==> config.mk <==
export PLATFORM = sky130hd
export DESIGN_NAME = hermes_switch_control
export DESIGN_NICKNAME = d
export VERILOG_FILES = /design/src/rtl/hermes_switch_control_pkg.sv /design/src/rtl/hermes_switch_control_rr_arbiter.sv /design/src/rtl/hermes_switch_control.sv
export SDC_FILE = /design/constraint.sdc
export NUM_CORES = 1
export LEC_CHECK = 0
export BUFFER_PORTS_ARGS = -buffer_cell sky130_fd_sc_hd__buf_2
export CORE_MARGIN = 1.5
export CORE_UTILIZATION = 47
export CTS_BUF_LIST = sky130_fd_sc_hd__clkbuf_16
export DETAILED_ROUTE_END_ITERATION = 10
export PLACE_DENSITY = 0.82
export SLEW_MARGIN = 20
export SYNTH_ARGS = -nofsm -noshare
export SYNTH_HDL_FRONTEND = slang
export SYNTH_SLANG_ARGS = --single-unit
export TNS_END_PERCENT = 5
==> constraint.sdc <==
create_clock -name clk_i -period 4.9 [get_ports clk_i]
set_input_delay 0.98 -clock clk_i [delete_from_list [all_inputs] [get_ports clk_i]]
set_output_delay 0.98 -clock clk_i [all_outputs]
set_load 0.05 [all_outputs]
==> src/rtl/hermes_switch_control_pkg.sv <==
// Shared types and constants for the Hermes switch allocator: port numbering
// and XY address field helpers.
package hermes_switch_control_pkg;

    localparam int NPORT = 5;

    typedef logic [2:0] port_t;

    localparam port_t EAST  = 3'd0;
    localparam port_t WEST  = 3'd1;
    localparam port_t NORTH = 3'd2;
    localparam port_t SOUTH = 3'd3;
    localparam port_t LOCAL = 3'd4;

    function automatic logic [7:0] x_of(input logic [15:0] addr);
        return addr[15:8];
    endfunction

    function automatic logic [7:0] y_of(input logic [15:0] addr);
        return addr[7:0];
    endfunction

endpackage

==> src/rtl/hermes_switch_control_rr_arbiter.sv <==
// Combinational round-robin picker: first set request strictly after ptr_i,
// wrapping modulo N, with ptr_i itself considered last.
module hermes_rr_arbiter #(
    parameter int N  = 5,
    parameter int IW = 3
) (
    input  logic [N-1:0]  req_i,
    input  logic [IW-1:0] ptr_i,
    output logic [IW-1:0] grant_o,
    output logic          valid_o
);

    always_comb begin
        int idx;
        grant_o = '0;
        valid_o = 1'b0;
        // Walk from the farthest candidate to the nearest so the nearest wins.
        for (int k = N; k >= 1; k--) begin
            idx = int'(ptr_i) + k;
            if (idx >= N) begin
                idx = idx - N;
            end
            if (req_i[idx]) begin
                grant_o = IW'(idx);
                valid_o = 1'b1;
            end
        end
    end

endmodule

==> src/rtl/hermes_switch_control.sv <==
// Hermes router switch allocator: round-robin header selection, XY routing,
// output allocation and release when the granted packet's tail has left.
module hermes_switch_control
    import hermes_switch_control_pkg::*;
#(
    parameter logic [15:0] ADDRESS   = 16'h0000,
    parameter int          FLIT_SIZE = 32
) (
    input  logic                                clk_i,
    input  logic                                rst_i,
    input  logic [NPORT-1:0]                    req_i,
    input  logic [NPORT-1:0][FLIT_SIZE-1:0]     header_i,
    input  logic [NPORT-1:0]                    sending_i,
    output logic [NPORT-1:0]                    ack_o,
    output port_t [NPORT-1:0]                   sel_o,
    output logic [NPORT-1:0]                    out_busy_o
);

    localparam logic [1:0] S_IDLE  = 2'd0;
    localparam logic [1:0] S_ARB   = 2'd1;
    localparam logic [1:0] S_ROUTE = 2'd2;
    localparam logic [1:0] S_GRANT = 2'd3;

    localparam logic [7:0] LX = x_of(ADDRESS);
    localparam logic [7:0] LY = y_of(ADDRESS);

    logic [1:0]              state_q, state_d;
    port_t                   rr_ptr_q, rr_ptr_d;
    port_t                   cur_q, cur_d;
    port_t                   dir_q, dir_d;
    logic [7:0]              tx_q, tx_d;
    logic [7:0]              ty_q, ty_d;
    logic [NPORT-1:0]        out_busy_q, out_busy_d;
    port_t [NPORT-1:0]       sel_q, sel_d;
    logic [NPORT-1:0]        in_busy_q, in_busy_d;
    logic [NPORT-1:0]        sending_q;

    logic [NPORT-1:0]        eligible;
    logic [NPORT-1:0]        tail_done;
    logic [NPORT-1:0]        out_release;
    logic [NPORT-1:0]        unused_hdr_bits;
    port_t                   arb_idx;
    logic                    arb_valid;
    logic [15:0]             arb_hdr;
    port_t                   route_dir;

    assign eligible  = req_i & ~in_busy_q;
    assign tail_done = sending_q & ~sending_i & in_busy_q;
    assign arb_hdr   = header_i[arb_idx][15:0];

    // An output frees up when the input it is connected to finishes its packet.
    for (genvar gi = 0; gi < NPORT; gi++) begin : g_out
        assign out_release[gi]     = out_busy_q[gi] & tail_done[sel_q[gi]];
        assign unused_hdr_bits[gi] = ^header_i[gi][FLIT_SIZE-1:16];
    end

    hermes_rr_arbiter #(
        .N  (NPORT),
        .IW ($bits(port_t))
    ) u_arb (
        .req_i   (eligible),
        .ptr_i   (rr_ptr_q),
        .grant_o (arb_idx),
        .valid_o (arb_valid)
    );

    always_comb begin
        route_dir = LOCAL;
        if (tx_q > LX) begin
            route_dir = EAST;
        end else if (tx_q < LX) begin
            route_dir = WEST;
        end else if (ty_q > LY) begin
            route_dir = NORTH;
        end else if (ty_q < LY) begin
            route_dir = SOUTH;
        end
    end

    always_comb begin
        state_d    = state_q;
        rr_ptr_d   = rr_ptr_q;
        cur_d      = cur_q;
        dir_d      = dir_q;
        tx_d       = tx_q;
        ty_d       = ty_q;
        sel_d      = sel_q;
        out_busy_d = out_busy_q & ~out_release;
        in_busy_d  = in_busy_q & ~tail_done;

        case (state_q)
            S_IDLE: begin
                if (|eligible) begin
                    state_d = S_ARB;
                end
            end
            S_ARB: begin
                if (arb_valid) begin
                    cur_d   = arb_idx;
                    tx_d    = x_of(arb_hdr);
                    ty_d    = y_of(arb_hdr);
                    state_d = S_ROUTE;
                end else begin
                    state_d = S_IDLE;
                end
            end
            S_ROUTE: begin
                // Busy check uses the pre-release value: a same-cycle release retries.
                dir_d    = route_dir;
                rr_ptr_d = cur_q;
                state_d  = out_busy_q[route_dir] ? S_IDLE : S_GRANT;
            end
            default: begin
                out_busy_d[dir_q] = 1'b1;
                sel_d[dir_q]      = cur_q;
                in_busy_d[cur_q]  = 1'b1;
                state_d           = S_IDLE;
            end
        endcase
    end

    always_ff @(posedge clk_i or posedge rst_i) begin
        if (rst_i) begin
            state_q    <= S_IDLE;
            rr_ptr_q   <= LOCAL;
            cur_q      <= EAST;
            dir_q      <= EAST;
            tx_q       <= '0;
            ty_q       <= '0;
            out_busy_q <= '0;
            sel_q      <= '0;
            in_busy_q  <= '0;
            sending_q  <= '0;
        end else begin
            state_q    <= state_d;
            rr_ptr_q   <= rr_ptr_d;
            cur_q      <= cur_d;
            dir_q      <= dir_d;
            tx_q       <= tx_d;
            ty_q       <= ty_d;
            out_busy_q <= out_busy_d;
            sel_q      <= sel_d;
            in_busy_q  <= in_busy_d;
            sending_q  <= sending_i;
        end
    end

    always_comb begin
        ack_o = '0;
        if (state_q == S_GRANT) begin
            ack_o[cur_q] = 1'b1;
        end
    end

    assign sel_o      = sel_q;
    assign out_busy_o = out_busy_q;

endmodule
Yosys cells after proc, flatten, opt, wreduce, memory -nomap -nowiden
Index checks and enable logic that the tools add are counted.
{ "totals": {"reg_bits": 57, "inputBits": 172, "output_inout_bits": 25} }
{ "op_classes": {"addsub": 10, "order_cmp": 25, "eq_ne": 4, "n_mux": 62, "bitwise": 16, "reduce_logical": 6} }
{ "op_table": {"columns": ["operator", "n"], "rows": [
  ["greater-or-equal comparator 32 x 4 -> 1 bit, second input constant", 5],
  ["< comparator 32 x 5 -> 1 bit, second input constant", 5],
  ["2-to-1 mux 32 bit", 5],
  ["subtractor 32 x 4 -> 32 bit, second input constant", 5],
  ["binary-select mux 32 bit (select 3 bit)", 1],
  ["< comparator 3 x 4 -> 1 bit, second input constant", 9],
  ["binary-select mux 1 bit (select 3 bit)", 11],
  ["2-to-1 mux 3 bit", 10],
  ["AND 5 bit", 5],
  ["2-to-1 mux 1 bit", 23],
  ["NOT 5 bit", 4],
  ["> comparator 8 x 1 -> 1 bit, second input constant", 2],
  ["< comparator 8 x 1 -> 1 bit, second input constant", 2],
  ["2-to-1 mux 16 bit", 1],
  ["bitwise mux 15 bit", 1],
  ["2-to-1 mux 5 bit", 3],
  ["bitwise OR 5 bit", 2],
  ["demux 3 bit (select 3 bit)", 1],
  ["adder 3 x 2 -> 4 bit, second input constant", 2],
  ["adder 3 x 3 -> 4 bit, second input constant", 2],
  ["demux 1 bit (select 3 bit)", 2],
  ["greater-or-equal comparator 3 x 1 -> 1 bit, second input constant", 2],
  ["2-to-1 mux 2 bit", 3],
  ["case mux 2 bit (3 select lines)", 1],
  ["other kinds (10)", 16]
]} }

Depth between registers and ports, before layout
Gate-level depths: netlist of run 1.
{ "logic_depth": {"word_depth": 13, "ltp_mapped": 16} }

Hierarchy
From an unflattened synthesis of run 1, not the netlist that was laid out.
{ "hier_totals": {"cells_unflattened": 381, "hier_area_um2": 3821.2} }
{ "by_module_without_submodules": {"columns": ["mod", "instances", "cells_each", "area_each_um2"], "rows": [
  ["hermes_switch_control", 1, 225, 2748.9],
  ["hermes_rr_arbiter", 1, 156, 1072.3]
]} }

Worst setup path before layout of run 1
Ideal clock, no wire load.
{ "synth_timing": {"kind": "flip-flop to flip-flop", "start": "register rr_ptr_q[0]", "end": "register tx_q[0]", "setup_time_ns": 0.126, "arrival_ns": 3.564, "required_ns": 4.774, "slack_ns": 1.210, "path_stages_with_launch": 16, "path_buffers": 2, "period_less_slack_ns": 3.690, "cell_sequence": "dfrtp_1 -> buf_4 -> inv_1 -> ha_1 -> inv_1 -> fa_1 -> a21oi_4 -> mux2_4 -> mux2i_1 -> o22ai_2 -> a211o_1 -> o311a_1 -> o21ai_2 -> nor2b_1 -> buf_6 -> a221o_1"} }
{ "synth_via": {"elab_chain_cells": 13} }
{ "synth_rtl": {"columns": ["element", "line", "text"], "rows": [
  ["from (decl)", "hermes_switch_control.sv:28", "port_t rr_ptr_q, rr_ptr_d;"],
  ["from (signal assigned)", "hermes_switch_control.sv:136", "rr_ptr_q <= rr_ptr_d;"],
  ["adder 3 x 3 -> 4 bit", "hermes_switch_control_rr_arbiter.sv:19", "idx = int'(ptr_i) + k;"],
  ["subtractor 32 x 4 -> 32 bit or greater-or-equal comparator 32 x 4 -> 1 bit (tied branches)", "hermes_switch_control_rr_arbiter.sv:21, hermes_switch_control_rr_arbiter.sv:20", null],
  ["2-to-1 mux 32 bit", "hermes_switch_control_rr_arbiter.sv:20", "if (idx >= N) begin"],
  ["binary-select mux 1 bit (select 3 bit)", "hermes_switch_control_rr_arbiter.sv:23", "if (req_i[idx]) begin"],
  ["2-to-1 mux 1 bit (not written as such) (2 in series)", "hermes_switch_control_rr_arbiter.sv:23", null],
  ["2-to-1 mux 3 bit (5 in series)", "hermes_switch_control_rr_arbiter.sv:23", null],
  ["binary-select mux 32 bit (select 3 bit)", "hermes_switch_control.sv:49", "assign arb_hdr = header_i[arb_idx][15:0];"],
  ["2-to-1 mux 16 bit (not written as such)", "hermes_switch_control.sv:49", null],
  ["to (signal assigned)", "hermes_switch_control.sv:139", "tx_q <= tx_d;"],
  ["to (decl)", "hermes_switch_control.sv:31", "logic [7:0] tx_q, tx_d;"]
]} }
Parallel ways exist; a longest one is shown, timed or not. The select of a mux whose other input is x is not followed.
A chain may end at the register's enable or synchronous reset.

Worst setup path in the final report of run 1
{ "layout_timing": {"start": "register rr_ptr_q[0]", "end": "register ty_q[7]"} }
{ "layout_via": {"elab_chain_cells": 13} }
{ "layout_rtl": {"columns": ["element", "line", "text"], "rows": [
  ["adder 3 x 3 -> 4 bit", "hermes_switch_control_rr_arbiter.sv:19", null],
  ["subtractor 32 x 4 -> 32 bit or greater-or-equal comparator 32 x 4 -> 1 bit (tied branches)", "hermes_switch_control_rr_arbiter.sv:21, hermes_switch_control_rr_arbiter.sv:20", null],
  ["2-to-1 mux 32 bit", "hermes_switch_control_rr_arbiter.sv:20", null],
  ["binary-select mux 1 bit (select 3 bit)", "hermes_switch_control_rr_arbiter.sv:23", null],
  ["2-to-1 mux 1 bit (not written as such) (2 in series)", "hermes_switch_control_rr_arbiter.sv:23", null],
  ["2-to-1 mux 3 bit (5 in series)", "hermes_switch_control_rr_arbiter.sv:23", null],
  ["binary-select mux 32 bit (select 3 bit)", "hermes_switch_control.sv:49", null],
  ["2-to-1 mux 16 bit (not written as such)", "hermes_switch_control.sv:49", null],
  ["to (signal assigned)", "hermes_switch_control.sv:140", "ty_q <= ty_d;"],
  ["to (decl)", "hermes_switch_control.sv:32", "logic [7:0] ty_q, ty_d;"]
]} }
Parallel ways exist; a longest one is shown, timed or not. The select of a mux whose other input is x is not followed.

==> impl_metrics.yaml, run 1 <==
status:
  status: "finished, final reports clean"
clock_tree:
  cts.sinks: 50
  path_clk_slew_ns: 0.07
  cts_tree: "yes"
  postCtsHoldBufs: 0
  clock_path_buffers: 2
  postCtsSetupRepairBufs: 0
  clk-insertion-delay-late_ns: 0.29
  cts_root_buffer: "clkbuf_16"
  cts.repair.resized: 0
  cts_made_buffers: 5
  htreeDepth: 2
timing:
  fin_crit_ns: 4.14
  finalHoldViolCount: 0
  setup_viol: 0
  max_slew_margin_pct: 43.6
  skew_ns: 0.00535
  min_period_over_period_pct: 84.5
  fmax_mhz: 242
  rsz0062_at_grt: "false"
  worstMarginPinSlew_ns: 0.846
  tns_ns: 0
  hold_slack_ns: 0.488
  slew_violations: 0
global_routing:
  grt_pass1_vias: 3638
  antenna_found_initial: 0
  top_usage_layer: "met2"
  track_usage_pct: 24.7
  grt_pass1_wl_um: 17300
  met3_usage_pct: 4.11
  grt_max_degree: 51
  grt_overflow: 0
  gr-usage-met2_pct: 44.3
  use_met1_pct: 30.1
critical_path:
  setup.worst_path.class: "register to register"
  worstPathArrival_ns: 4.27
  endpoint_kind: "register"
  regToRegEndpoint: "ty_q[7]"
  cp.required_ns: 5.03
  r2r_slack_ns: 0.76
  ff2ff_path_depth: 13
  crit_path_start: "rr_ptr_q[0]"
  startpoint_type: "register"
  cp-endpoint: "ty_q[7]"
  critPathMaxFanout: 12
  reg2reg_from: "rr_ptr_q[0]"
hold_path:
  hold_class: "register to register"
yosys:
  synth_async_sr_flop_share_pct: 100
  syn-cell-area_mm2: 0.00396
  synth_common_cells: "dfrtp_1 (49), mux2_2 (34), nand2_1 (32)"
  postSynthAreaPerCell_um2: 9.70
  ys_types: 76
  yosys-top-cells-area: "dfrtp_1 (31%), mux2_2 (9.7%), mux2i_1 (3.0%)"
  yosysTopAreaCell: "dfrtp_1"
  ys_ff_latch: 50
  yosysWarnings: 0
  synth_edf_count: 0
  seq_area_frac_synth_pct: 31.7
  syn_inst: 408
  synth-main-ff-cell: "dfrtp_1"
  yosysTopAreaCellShare_pct: 31.0
  yosys.cell_count.top_type: "dfrtp_1"
drt:
  finalWirelength_um: 10400
  ant_nets: 0
  vias_per_cell: 5.81
  dr.pass1.iters: 7
  drt_iter0_drc: 240
  drc: 0
  vias: 3572
  wl_per_cell_um: 16.9
die:
  io_pins: 197
  die_w_um: 94.7
  start_util_pct: 48.4
  rows: 33
  fp.dieArea_mm2: 0.00898
  core_area_mm2: 0.00818
  die_h_um: 94.7
power:
  peakVddDrop_mv: 0.601
  powerDensity_mw_per_mm2: 933
  leakage_nw: 2.22
cells_and_area:
  fin_nets: 691
  final_core_util_pct: 57.4
  n_antenna_cell: 0
  area_delta_synth_final_pct: 18.6
  fill_cells: 727
  drive_gt1_share_pct: 36.9
job:
  maxCapViolCount: 0
place:
  dp_hpwl_um: 8010
  routabilityCongestion: 0.931
  numPortBuffers: 110
## per-layer routing
metal,wire (um),up-vias
li1,-,1714
met2,5430,138
met3,582,12
met4,148,0
met1,4220,1708
met5,0,-
## state kept, by name, summed over array words and instances, names as in the netlist
name	flops
in_busy_q	5
state_q	2
out_busy_o	5
ty_q	8
cur_q	3
tx_q	8
sending_q	5
sel_o	9
rr_ptr_q	3
dir_q	2
## cells in the final DEF (no fill, tap or decap), types with 11 or more instances in the layout
| cell type | netlist | routed |
|---|---|---|
| dfrtp_1 | 49 | 49 |
| mux2_2 | 34 | 34 |
| nand2b_1 | 14 | 14 |
| inv_1 | 19 | 18 |
| a221o_1 | 11 | 11 |
| buf_2 | 7 | 110 |
| mux2i_1 | 12 | 12 |
| a211oi_1 | 12 | 12 |
| nor2_1 | 20 | 20 |
| nor2b_1 | 11 | 11 |
| o21ai_0 | 19 | 19 |
| nand2_1 | 32 | 32 |
## area by class of cell
type / instances / area [um^2] / area share, %
clock buffer: 5 / 125 / 2.67
inverter: 19 / 72.6 / 1.55
multi-input combinational: 316 / 2460 / 52.5
tap: 105 / 131 / 2.80
clock inverter: 3 / 43.8 / 0.933
timing repair buffer: 117 / 603 / 12.8
sequential: 50 / 1250 / 26.7
## worst max-delay path, stage by stage, from the launching register on
cell and delay [ns]:
dfrtp_1 0.37, inv_1 0.28, ha_1 0.22, inv_1 0.05, fa_1 0.44, a21oi_4 0.23
mux2_4 0.34, mux2i_1 0.19, o22ai_2 0.14, or2_1 0.25, o211a_1 0.28, or2_4 0.35
a2111oi_0 0.74, a211oi_1 0.10
## cells by family after synthesis
| logic type | synth area share (%) |
|---|---|
| xor gates and xnor gates | 1.77 |
| adders and majority gates | 3.35 |
| other | 0.0948 |
| and+or+nand+nor | 18.5 |
| muxes | 15.5 |
| AOI/OAI and AO/OA | 22.6 |
| DFF | 31.7 |
| buffers and inverters | 6.51 |
## how the worst min path moves through the flow
stage          depth (start not counted)          start  slack [ns]             to
2_1_floorplan                          1   in_busy_q[3]        0.49   in_busy_q[3]
3_3_place_gp                           1  out_busy_o[3]        0.47  out_busy_o[3]
3_5_place_dp                           1  out_busy_o[3]        0.47  out_busy_o[3]
4_1_cts                                1  out_busy_o[3]        0.49  out_busy_o[3]
5_1_grt                                1  out_busy_o[1]        0.51  out_busy_o[1]
6_report                               1  out_busy_o[1]        0.49  out_busy_o[1]
## power breakdown
| group | switching, W | total [W] | internal, W |
|---|---|---|---|
| Combinational | 0.00182 | 0.00328 | 0.00147 |
| Clock | 0.000151 | 0.000393 | 0.000242 |
| Sequential | 0.000134 | 0.000706 | 0.000572 |
| Total | 0.00210 | 0.00438 | 0.00228 |
## stage by stage
stage	std cells	setup slack, ns	power, W	instance area (um^2)
floorplan	413	1.21	0.00341	3980
global placement	607	0.859	0.00387	4520
detailed placement	607	0.758	0.00396	4520
CTS	615	0.730	0.00438	4690
global route	615	0.550	0.00470	4690
finish	615	0.762	0.00438	4690
(Power assumes the default switching activity.)
==> run 2, diff against run 1 <==
CORE_UTILIZATION = 42   (was 47)
PLACE_DENSITY = 0.77   (was 0.82)
clock period = 3.65 ns   (was 4.9 ns; I/O delays follow)
==> run 2 against run 1 <==
Effect of this change:
- non-clock buffer count grew 36
- clock power grew 33%
- die area grew 12%
- clock skew grew 0.0042 ns
- first-iteration DRC count grew 4.6%
- highest routed layer unchanged
- critical endpoint is now ty_q[4]
- register-to-register slack lost 0.65 ns
- via count grew 4.8%
- sequential power grew 37%
- global-route usage shrank 2.5 points
- maximum frequency grew 17%
==> impl_metrics.yaml, run 2 (synthesized netlist as in run 1, its figures left out) <==
clock_tree:
  cts_made_buffers: 5
  postCtsHoldBufs: 0
  cts_root_buffer: "clkbuf_16"
  clock_path_buffers: 2
  htreeDepth: 2
  cts_tree: "yes"
  cts.sinks: 50
  path_clk_slew_ns: 0.07
  clk-insertion-delay-late_ns: 0.29
power:
  peakVddDrop_mv: 1.21
  powerDensity_mw_per_mm2: 1430
  totalPowerFinal_w: 0.00742
  leakage_nw: 2.45
timing:
  finalWorstSetupSlack_ns: 0.111
  min_period_over_period_pct: 97.0
  slew_violations: 0
  skew_ns: 0.00950
  max_slew_margin_pct: 43.9
  fmax_mhz: 283
  fin_crit_ns: 3.54
  finalHoldViolCount: 0
  tns_ns: 0
  worstMarginPinSlew_ns: 0.841
  setup_viol: 0
drt:
  dr.pass1.iters: 5
  finalWirelength_um: 11200
  vias: 3744
  drt_iter0_drc: 251
  ant_nets: 0
  drc: 0
  vias_per_cell: 5.70
  wl_per_cell_um: 17.1
global_routing:
  antenna_found_initial: 0
  gr-usage-met2_pct: 39.0
  grt_overflow: 0
  grt_pass1_vias: 3693
  track_usage_pct: 22.2
  top_usage_layer: "met2"
  grt_max_degree: 51
  use_met1_pct: 27.9
  met3_usage_pct: 4.11
  grt_pass1_wl_um: 17700
hold_path:
  hold_class: "register to register"
  hold_path.startpoint: "out_busy_o[3]"
  holdPathStages: 1
die:
  core_area_mm2: 0.00920
  die_w_um: 100
  die_h_um: 100
  start_util_pct: 43.0
  fp.dieArea_mm2: 0.0100
  io_pins: 197
  rows: 35
job:
  maxCapViolCount: 0
place:
  numPlacedInstances: 642
  dp_hpwl_um: 8420
  pre_cts_slack_ns: -0.246
  routabilityCongestion: 0.965
  numPortBuffers: 110
  dpl_cell_area_mm2: 0.00479
cells_and_area:
  layout_commonest_cell: "buf_2"
  layout_common_cells: "buf_2 (110), dfrtp_1 (48), buf_4 (38)"
  largest_reg_flops: 9
  drive_gt1_share_pct: 44.3
  fill_cells: 786
  area_delta_synth_final_pct: 31.3
  n_antenna_cell: 0
  fin_nets: 727
  fin_area_mm2: 0.00519
  final_cells: 657
critical_path:
  setup.worst_path.class: "register to register"
  endpoint_kind: "register"
  path_buf_inv: 2
  reg2reg_from: "rr_ptr_q[1]"
  worstPathArrival_ns: 3.71
  path_delay_family: "compound AO/OA/AOI/OAI gates"
  worstPathCellList: "buf_4 -> ha_1 -> and3b_1 -> o31ai_2 -> xor2_1 -> mux2_4 -> a21oi_1 -> o21ai_2 -> o21ai_4 -> clkbuf_16 -> mux2_2 -> a221o_1"
  cpPeakStageDelay_ns: 0.46
  ff2ff_path_depth: 12
  cp_slowest_cell: "dfrtp_2"
  crit_path_start: "rr_ptr_q[1]"
  startpoint_type: "register"
  cp.required_ns: 3.82
  crit_cells: 12
  critPathMaxFanout: 6
status:
  status: "finished, final reports clean"
## run 2: power breakdown
part / switching [W] / internal, W / leakage, nW / total [W]
clock: 0.000202 / 0.000322 / 0.0852 / 0.000524
sequential: 0.000196 / 0.000770 / 0.630 / 0.000966
combinational: 0.00299 / 0.00294 / 1.74 / 0.00593
## run 2: worst paths after layout
kind / end / slack [ns]
max reg2reg: ty_q[4] / 0.11
min: out_busy_o[3] / 0.48
max in group asynchronous: rr_ptr_q[1] / 2.53
min in group asynchronous: sel_o[1] / 0.58
max: ty_q[4] / 0.11
min reg2reg: out_busy_o[3] / 0.48
## run 2: per-layer routing
metal  vias to the layer above  part of all wire (%)
met3                        15                   6.6
met4                         0                   1.2
li1                       1789                     -
met1                      1795                    40
met2                       145                    52
met5                         -                     0
## run 2: timing repair
item / CTS / global route
setup buffers: 0 / 5
pin swaps: 0 / 6
gates cloned: 0 / 2
setup endpoints to repair: 15 / 16
gates resized for setup: 9 / 23
## run 2: stage by stage
stage          util (%)  hold WS, ns
6_report           56.5        0.483
5_1_grt            56.5        0.493
2_1_floorplan         -        0.492
4_1_cts            54.1        0.485
3_5_place_dp       52.0        0.469
3_3_place_gp       52.0        0.465
## run 2: layout make-up
type	instances	area, um^2	area share, %
clock inverter	3	42.5	0.819
sequential	50	1250	24.1
timing repair buffer	153	946	18.2
inverter	19	72.6	1.40
tap	111	139	2.67
clock buffer	5	125	2.41
multi-input combinational	316	2620	50.4
==> run 3, diff against run 2 <==
ABC_AREA = 1   (was unset)
CORE_UTILIZATION = 43   (was 42)
PLACE_DENSITY = 0.78   (was 0.77)
==> run 3 against run 2 <==
Effect of this change:
- worst setup slack improved by 0.22 ns
- register-to-register slack better by 0.22 ns
- maximum frequency up 6.7%
- clock-buffer cell count stayed put
- die area grew 0.50%
- sequential share of layout area rose by 1.7 points
- critical path depth grew 5
- first-iteration DRC count shrank 20%
- utilization shrank 3.9 points
- wire length down 5.5%
- sequential cell count is the same
==> impl_metrics.yaml, run 3 <==
critical_path:
  ff2ff_path_depth: 17
  setup.worst_path.class: "register to register"
  regToRegEndpoint: "ty_q[4]"
  critPathMaxFanout: 22
  r2r_slack_ns: 0.33
  startpoint_type: "register"
  reg2reg_from: "rr_ptr_q[1]"
  endpoint_kind: "register"
  crit_path_start: "rr_ptr_q[1]"
  cp.required_ns: 3.87
  worstPathArrival_ns: 3.54
drt:
  wl_per_cell_um: 12.9
  vias_per_cell: 5.19
  finalWirelength_um: 10600
  drc: 0
  ant_nets: 0
  dr.pass1.iters: 4
  vias: 4260
  drt_iter0_drc: 201
yosys:
  ys_types: 38
  synth-xor-area-share_pct: 0.615
  synthMuxAreaShare_pct: 0
  synth_top_family_by_area: "simple AND/OR/NAND/NOR gates"
  yosys.area_share.simple_pct: 42.9
  synth_common_cells: "nand2_1 (187), nand3_1 (87), inv_1 (72)"
  syn-cell-area_mm2: 0.00407
  yosys.cell_count.top_type: "nand2_1"
  yosys-top-cells-area: "dfrtp_1 (30%), nand2_1 (17%), nand3_1 (11%)"
  syn_inst: 602
  synth_edf_count: 0
  ys_ff_latch: 50
  seq_area_frac_synth_pct: 30.8
  yosysTopAreaCellShare_pct: 30.1
  synth-adder-area-share_pct: 3.26
  postSynthAreaPerCell_um2: 6.76
  synth_async_sr_flop_share_pct: 100
  synth-main-ff-cell: "dfrtp_1"
  synth_compound_area_share_pct: 10.5
  yosysWarnings: 0
  yosysTopAreaCell: "dfrtp_1"
timing:
  slew_violations: 0
  finalHoldViolCount: 0
  tns_ns: 0
  skew_ns: 0.00667
  rsz0062_at_grt: "false"
  fin_crit_ns: 3.32
  finalWorstSetupSlack_ns: 0.333
  worstMarginPinSlew_ns: 0.854
  max_slew_margin_pct: 43.0
  min_period_over_period_pct: 90.9
  fmax_mhz: 301
  setup_viol: 0
clock_tree:
  cts_tree: "yes"
  clk-insertion-delay-late_ns: 0.28
  clock_path_buffers: 2
  cts.sinks: 50
  postCtsSetupRepairBufs: 0
  cts_root_buffer: "clkbuf_16"
  cts.repair.resized: 0
  postCtsHoldBufs: 0
  cts_made_buffers: 5
  htreeDepth: 2
  path_clk_slew_ns: 0.06
hold_path:
  hold_class: "register to register"
  holdPathEnd: "out_busy_o[3]"
  hold_path.startpoint: "out_busy_o[3]"
  holdPathStages: 2
cells_and_area:
  final_cells: 821
  fill_cells: 948
  layout_common_cells: "nand2_1 (187), buf_2 (110), nand3_1 (87)"
  n_antenna_cell: 0
  fin_nets: 891
  regArea_mm2: 0.00125
  area_delta_synth_final_pct: 18.9
  layout_commonest_cell: "nand2_1"
  multi_input_area_mm2: 0.00235
  largest_reg_flops: 9
  drive_gt1_share_pct: 25.6
place:
  numPlacedInstances: 813
  pre_cts_slack_ns: 0.353
  routabilityCongestion: 0.856
  numPortBuffers: 110
  dp_hpwl_um: 8450
global_routing:
  gr-usage-met2_pct: 39.0
  grt_overflow: 0
  use_met1_pct: 28.7
  met3_usage_pct: 2.51
  grt_max_degree: 51
  top_usage_layer: "met2"
  track_usage_pct: 22.2
  grt_pass1_vias: 4137
  grt_pass1_wl_um: 18300
  antenna_found_initial: 0
status:
  status: "finished, final reports clean"
die:
  die_h_um: 100
  rows: 35
  io_pins: 197
  start_util_pct: 44.3
  core_area_mm2: 0.00920
  fp.dieArea_mm2: 0.0101
  die_w_um: 100
job:
  maxCapViolCount: 0
## run 3: cell types whose count changed after synthesis, sizes merged, moves of 12 or more
cell,previous run,this run
nand2b,16,0
o21ai,25,40
mux2i,12,0
a21oi,10,23
nand2,32,196
nand3,4,110
a211oi,14,0
nand4,3,16
mux2,37,0
inv,19,81
## run 3: cell type report
type | instances | area share (%)
clock buffers | 5 | 2.59
clock inverters | 3 | 0.776
inverters | 81 | 6.31
multi-input cells | 451 | 48.7
flip-flops and latches | 50 | 25.9
well taps | 111 | 2.87
repair buffers | 120 | 12.9
## run 3: worst max-delay path by stage
stage | cells past startpoint | end
finish | 17 | ty_q[4]
global route | 17 | tx_q[3]
CTS | 17 | ty_q[4]
detailed placement | 17 | ty_q[5]
global placement | 17 | ty_q[5]
floorplan | 17 | tx_q[0]
## run 3: kinds of logic (layout without fill, tap and decap cells)
logic type	after synthesis	in the layout
AO/OA/AOI/OAI	71	71
adder cells (fa/ha/maj)	10	10
flip-flops	50	50
AND/OR/NAND/NOR	362	362
XOR/XNOR	2	2
other	1	6
buffers and inverters	106	209
## run 3: per-stage QoR
step	hold slack, ns	utilization [%]	instance area (um^2)
global placement	0.446	50.8	4680
global route	0.511	52.6	4840
CTS	0.467	52.6	4840
detailed placement	0.450	50.8	4680
finish	0.468	52.6	4840
floorplan	0.466	-	4090
## run 3: routing by layer
metal  up-vias  wire length [um]
li1       2161                 -
met1      1941              4760
met2       150              5210
met3         8               568
met4         0                78
met5         -                 0
## run 3: critical path, stage by stage (launching register included)
cell and delay, ns:
dfrtp_1 0.42, buf_4 0.19, fa_1 0.45, a21oi_2 0.27, o21ai_0 0.20, inv_1 0.13, nand3_1 0.09, nand3_1 0.10
nand2_1 0.14, nor2_1 0.12, nand2_1 0.07, nand2_2 0.20, nand2_4 0.18, inv_2 0.30, nand2_1 0.13, nand3_1 0.10
nand3_2 0.07, nand3_1 0.08
Power of run 3 is not shown: default switching activity piles up to over one toggle a cycle in this logic, so the estimate is an artifact.
